<file path="config.mk">
export PLATFORM = sky130hd
export DESIGN_NAME = mx_pkt_tx_mux
export DESIGN_NICKNAME = d
export VERILOG_FILES = /design/src/rtl/mx_pkt_tx_mux.sv
export SDC_FILE = /design/constraint.sdc
export NUM_CORES = 1
export LEC_CHECK = 0
export BUFFER_PORTS_ARGS = -buffer_cell sky130_fd_sc_hd__clkbuf_2
export CAP_MARGIN = 10
export CORE_MARGIN = 3
export CORE_UTILIZATION = 25
export DETAILED_ROUTE_END_ITERATION = 6
export PLACE_DENSITY = 0.48
export SLEW_MARGIN = 0
export SYNTH_ARGS = -nofsm -noshare
export SYNTH_HDL_FRONTEND = slang
export SYNTH_SLANG_ARGS = --single-unit
export TNS_END_PERCENT = 50
</file>
<file path="constraint.sdc">
create_clock -name clk_i -period 6.5 [get_ports clk_i]
set_clock_uncertainty 0.2 [all_clocks]
set_input_delay 1.3 -clock clk_i [delete_from_list [all_inputs] [get_ports clk_i]]
set_output_delay 1.3 -clock clk_i [all_outputs]
set_load 0.02 [all_outputs]
</file>
<file path="src/rtl/mx_pkt_tx_mux.sv">
// Purpose: arbitrates CH_NUM packet streams onto one tx stream, whole packets at a time.
// Latency: 1 cycle from an accepted input word to tx_val_o; one idle cycle between packets.
// Backpressure: granted channel sees ready only while the output register is empty or draining.
module mx_pkt_tx_mux #(
  parameter int    CH_NUM   = 2,
  parameter int    DATA_W   = 64,
  parameter int    EMPTY_W  = $clog2(DATA_W/8),
  parameter string ARB_MODE = "RR",
  parameter int    CNT_W    = 32
) (
  input  logic                        clk_i,
  input  logic                        rst_n_i,
  input  logic [CH_NUM*DATA_W-1:0]    ch_data_i,
  input  logic [CH_NUM-1:0]           ch_sop_i,
  input  logic [CH_NUM-1:0]           ch_eop_i,
  input  logic [CH_NUM-1:0]           ch_val_i,
  input  logic [CH_NUM*EMPTY_W-1:0]   ch_empty_i,
  output logic [CH_NUM-1:0]           ch_ready_o,
  input  logic [CH_NUM-1:0]           ch_en_i,
  output logic [DATA_W-1:0]           tx_data_o,
  output logic [EMPTY_W-1:0]          tx_empty_o,
  output logic                        tx_sop_o,
  output logic                        tx_eop_o,
  output logic                        tx_val_o,
  input  logic                        tx_ready_i,
  input  logic                        cnt_clr_i,
  output logic [CH_NUM*CNT_W-1:0]     pkt_cnt_o,
  output logic [CNT_W-1:0]            drop_cnt_o,
  output logic [$clog2(CH_NUM)-1:0]   cur_ch_o,
  output logic                        busy_o
);

  localparam int CH_W = $clog2(CH_NUM);
  localparam bit PRIO = (ARB_MODE == "PRIO");
  localparam logic [CNT_W-1:0] CNT_MAX = '1;

  typedef enum logic {S_IDLE, S_PKT} state_t;

  state_t              state, state_nxt;
  logic [CH_W-1:0]     grant, last_grant, pick;
  logic [CH_NUM-1:0]   elig, orphan;
  logic                any_elig;
  logic                acc, acc_eop;
  logic [3:0]          drop_n;
  logic [CNT_W+3:0]    drop_sum;
  logic [CNT_W-1:0]    pkt_cnt [CH_NUM];

  // Channels that may start a packet, and enabled channels offering a word outside a packet.
  assign elig     = ch_val_i & ch_sop_i & ch_en_i;
  assign orphan   = ch_val_i & ~ch_sop_i & ch_en_i;
  assign any_elig = |elig;

  // Arbiter: lowest index in PRIO mode, otherwise first eligible channel after last_grant.
  always_comb begin
    logic found;
    int   idx;
    pick  = '0;
    found = 1'b0;
    idx   = 0;
    if (PRIO) begin
      for (int i = CH_NUM-1; i >= 0; i--) begin
        if (elig[CH_W'(i)]) pick = CH_W'(i);
      end
    end else begin
      for (int i = 0; i < CH_NUM; i++) begin
        idx = (int'(last_grant) + 1 + i) % CH_NUM;
        if (!found && elig[CH_W'(idx)]) begin
          pick  = CH_W'(idx);
          found = 1'b1;
        end
      end
    end
  end

  // Ready: orphans are drained in IDLE; in PKT only the granted channel, gated by the output register.
  always_comb begin
    ch_ready_o = '0;
    if (rst_n_i) begin
      if (state == S_IDLE) ch_ready_o = orphan;
      else                 ch_ready_o[grant] = !tx_val_o || tx_ready_i;
    end
  end

  assign acc     = (state == S_PKT) && ch_val_i[grant] && ch_ready_o[grant];
  assign acc_eop = acc && ch_eop_i[grant];

  // State register.
  always_ff @(posedge clk_i) begin
    if (!rst_n_i) state <= S_IDLE;
    else          state <= state_nxt;
  end

  // Next state: enter PKT on any eligible start, leave on the granted channel's eop transfer.
  always_comb begin
    state_nxt = state;
    case (state)
      S_IDLE:  if (any_elig) state_nxt = S_PKT;
      S_PKT:   if (acc_eop)  state_nxt = S_IDLE;
      default: state_nxt = S_IDLE;
    endcase
  end

  // Status outputs derived from the state and the current grant.
  always_comb begin
    busy_o   = (state == S_PKT);
    cur_ch_o = grant;
  end

  // Grant latch; last_grant steers the round-robin search.
  always_ff @(posedge clk_i) begin
    if (!rst_n_i) begin
      grant      <= '0;
      last_grant <= CH_W'(CH_NUM-1);
    end else if (state == S_IDLE && any_elig) begin
      grant      <= pick;
      last_grant <= pick;
    end
  end

  // Output register: load on accept, drop valid once the downstream takes the word.
  always_ff @(posedge clk_i) begin
    if (!rst_n_i) begin
      tx_data_o  <= '0;
      tx_empty_o <= '0;
      tx_sop_o   <= 1'b0;
      tx_eop_o   <= 1'b0;
      tx_val_o   <= 1'b0;
    end else if (acc) begin
      tx_data_o  <= ch_data_i[grant*DATA_W +: DATA_W];
      tx_empty_o <= ch_empty_i[grant*EMPTY_W +: EMPTY_W];
      tx_sop_o   <= ch_sop_i[grant];
      tx_eop_o   <= ch_eop_i[grant];
      tx_val_o   <= 1'b1;
    end else if (tx_ready_i) begin
      tx_val_o   <= 1'b0;
    end
  end

  // Orphan words dropped this cycle, added with headroom so saturation can be detected.
  always_comb begin
    drop_n   = (state == S_IDLE) ? 4'($countones(orphan)) : 4'd0;
    drop_sum = {4'd0, drop_cnt_o} + (CNT_W+4)'(drop_n);
  end

  // Saturating statistics; clear wins over a same-cycle increment.
  always_ff @(posedge clk_i) begin
    if (!rst_n_i || cnt_clr_i) begin
      drop_cnt_o <= '0;
      for (int k = 0; k < CH_NUM; k++) pkt_cnt[k] <= '0;
    end else begin
      if (drop_sum > {4'd0, CNT_MAX}) drop_cnt_o <= CNT_MAX;
      else                            drop_cnt_o <= drop_sum[CNT_W-1:0];
      for (int k = 0; k < CH_NUM; k++) begin
        if (acc_eop && int'(grant) == k && pkt_cnt[k] != CNT_MAX)
          pkt_cnt[k] <= pkt_cnt[k] + 1'b1;
      end
    end
  end

  // Flatten per-channel counters onto the output bus.
  always_comb begin
    pkt_cnt_o = '0;
    for (int k = 0; k < CH_NUM; k++) pkt_cnt_o[k*CNT_W +: CNT_W] = pkt_cnt[k];
  end

endmodule

</file>
==> impl_metrics.tcl <==
set metrics [dict create \
    status "complete, no violations" \
    cap_violations 0 \
    post_cts_buffers 0 \
    postRouteAntennaNets 0 \
    crit_buf_inv 3 \
    peakVddDrop_mv 0.1767 \
    grt_util_all_layers_pct 14.04 \
    place_congestion 0.7486 \
    crit_fanout 4 \
    rsz0062_at_grt "false" \
    via_count 7369 \
    yosys.area.top_type "dfxtp_1" \
    critical_path.top_delay_family "simple AND/OR/NAND/NOR gates" \
    cts_tree "yes" \
    first_global_vias 7425 \
    switchingPower_mw 0.6121 \
    grt_pass1_wl_um 40250 \
    cts.sinks 169 \
    initial_utilization_pct 25.39 \
    hold_viol_final 0 \
    wl_um 25720 \
    grt_antenna_before_repair 1 \
    finalMaxSlewViolations 0 \
    port_buffers 315 \
    cp.arrival_ns 2.49 \
    drive_above_1_share_pct 32.31 \
    wl_per_cell_um 16.17 \
    p_per_area_mw_per_mm2 216.6 \
    ys_seq_area_share_pct 47.15 \
    htree_levels 4 \
    post-route-drc-count 0 \
    firstDrtPassIters 4 \
    hold_path.class "reg2reg" \
    overflow 0 \
    p_int_mw 1.792 \
    clock_power_share_pct 41.9 \
    yosys_warnings 0 \
    numCtsBuffers 17 \
    totalPowerFinal_mw 2.404 \
    critical_path_required_ns 5.00 \
    clk_latency_ns 0.43 \
    synthCells 838 \
    crit_chain "clkbuf_2, nand2_1, or3_1, and2_0, nand2b_1, inv_1, clkbuf_2" \
    clock_path_buffers 2 \
    drt-initial-drc-count 286 \
    synth_edf_count 64 \
    p_leak_nw 5.157 \
    placed_cells 1558 \
    p_comb_share_pct 9.5 \
    worstSetupPathType "in2out" \
    clk_pin_slew_ns 0.06 \
    holdBufCountCts 0 \
    fp-row-count 67 \
    synth_ff_type "dfxtp_1" \
    synthArstFlopShare_pct 0 \
    synth_seq_cells 169 \
    num-nets-final 1281 \
    hpwlAfterDp_um 18450 \
    start_kind "primary input" \
    layout.cells.non_filler 1591 \
    synth_fp_nets 990 \
    crit_start "ch_val_i[1]" \
    yosysUniqueCellTypes 49 \
    p_seq_share_pct 48.6 \
    dieHeight_um 190.8 \
    cts_resized 0 \
    fmax_mhz 250.6 \
    fillCellCount 3517 \
    post-route-min-period_ns 3.991 \
    fp.dieW_um 190.8 \
    maxSlewHeadroom_pct 22.08 \
    worst_r2r_startpoint "pkt_cnt[0][14]" \
    tightestPinTransition_ns 1.160 \
    end_kind "primary output" \
    cpPeakStageDelay_ns 0.38 \
    cpMaxStageDelayCell "or3_1" \
    synth_area_mm2 0.008534 \
    grt_start_max_net_pins 140 \
    hold_start "tx_eop_o" \
    core-area_mm2 0.03362 \
    fin_crit_sh_pct 61.40 \
    ios 316 \
    switching_share_pct 25.46 \
    cts_root_buf "clkbuf_16" \
    die-area_mm2 0.03639 \
    via_per_inst 4.632 \
    setup_violations 0 \
    setup-tns-final_ns 0 \
    syn_to_final_growth_pct 30.08 \
    syn_area_per_cell_um2 10.18 \
    yosys.area.top_type_share_pct 24.63 \
    cp_common_cell "clkbuf_2" \
    fin_util_pct 33.03 \
    synth_area_leaders "dfxtp_1 (25%), edfxtp_1 (23%), mux2i_1 (8.1%)" \
]
==> final cells by class <==
type,instances,area (um^2),share of cell area [%]
antenna,1,2.502,0.02254
tap,448,560.5,5.049
sequential,169,4028,36.28
inverter,10,37.54,0.3381
multi-input combinational,606,4230,38.10
timing repair buffer,325,1664,14.99
clock buffer,23,520.5,4.688
clock inverter,9,58.81,0.5297
==> kinds of logic (layout without fill, tap and decap cells) <==
family,after synthesis,after routing,synth area share (%)
flops,169,169,47.15
simple gates,263,263,15.94
fa+ha+maj,6,6,0.9676
mux,70,70,8.225
xor+xnor,83,83,8.518
buf+inv,63,367,3.694
other cells,0,1,0
compound gates,184,184,15.51
==> registers in the layout, indices dropped and copies added, names as in the netlist, 3 cells and up <==
signal      cells
drop_cnt_o     32
pkt_cnt        64
tx_data_o      64
tx_empty_o      3
==> placed cells by master (no fill, tap or decap), types with 9 or more instances in the layout <==
master | synthesis | final
clkbuf_2 | 0 | 314
inv_1 | 10 | 12
mux2i_1 | 69 | 69
xnor2_1 | 23 | 23
o211a_1 | 68 | 68
xor2_1 | 60 | 60
and3_1 | 20 | 20
buf_4 | 0 | 9
nand3_1 | 38 | 38
edfxtp_1 | 64 | 64
nor2_1 | 19 | 19
a21oi_1 | 90 | 90
nand2_1 | 106 | 106
clkbuf_16 | 0 | 19
dfxtp_1 | 105 | 104
nand4_1 | 32 | 32
==> synthesized netlist by cell type (2+ instances only) <==
library cell  instances
a211oi_1              2
a21boi_0              4
a21o_1                2
a21oi_1              90
a31oi_1               4
a41o_1                2
and2_0                2
and2_1                3
and3_1               20
and4_1                6
buf_1                 4
buf_2                 9
buf_6                 9
clkbuf_1             31
dfxtp_1             105
edfxtp_1             64
ha_1                  5
inv_1                10
mux2i_1              69
nand2_1             106
nand2b_1              6
nand3_1              38
nand4_1              32
nand4b_1              2
nor2_1               19
nor2b_1               5
nor3_1                7
nor3b_1               6
nor4_2                3
o211a_1              68
o21ai_0               5
or3_1                 2
xnor2_1              23
xor2_1               60
==> worst min-delay path, cell delays in order, from the launching register on <==
cell and delay (ns):
dfxtp_1 0.31, nand2b_1 0.06, a21boi_0 0.07
==> metrics by stage <==
step / setup slack, ns / cell area (um^2) / hold WS, ns
after floorplan: 1.430 / 8534 / 0.2676
after global routing: 2.225 / 11100 / 0.3183
final: 2.509 / 11100 / 0.2883
after CTS: 2.501 / 11100 / 0.2999
after global placement: 2.135 / 10520 / 0.2779
after detailed placement: 2.093 / 10520 / 0.2847
==> power groups by stage <==
stage | Clock, mW | Combinational [mW] | Sequential (mW)
finish | 1.01 | 0.229 | 1.17
floorplan | 0 | 0.0818 | 1.23
detailed placement | 0 | 0.233 | 1.19
CTS | 1.05 | 0.234 | 1.17
global placement | 0 | 0.234 | 1.19
global route | 1.09 | 0.251 | 1.17
==> final timing paths <==
kind / endpoint / slack, ns / cells after the start
max: ch_ready_o[1] / 2.51 / 7
min: tx_eop_o / 0.29 / 2
max reg2reg: pkt_cnt[0][1] / 3.15 / 6
min reg2reg: tx_eop_o / 0.29 / 2
==> per-layer routing <==
metal  vias to the layer above  global-route usage [%]  wire length, um
met3                        21                   4.099             1681
li1                       3655                       -                -
met1                      3463                   17.98            11470
met5                         -                       0                0
met4                         0                   5.193              466
met2                       230                   22.46            12100
(Power assumes the default switching activity.)
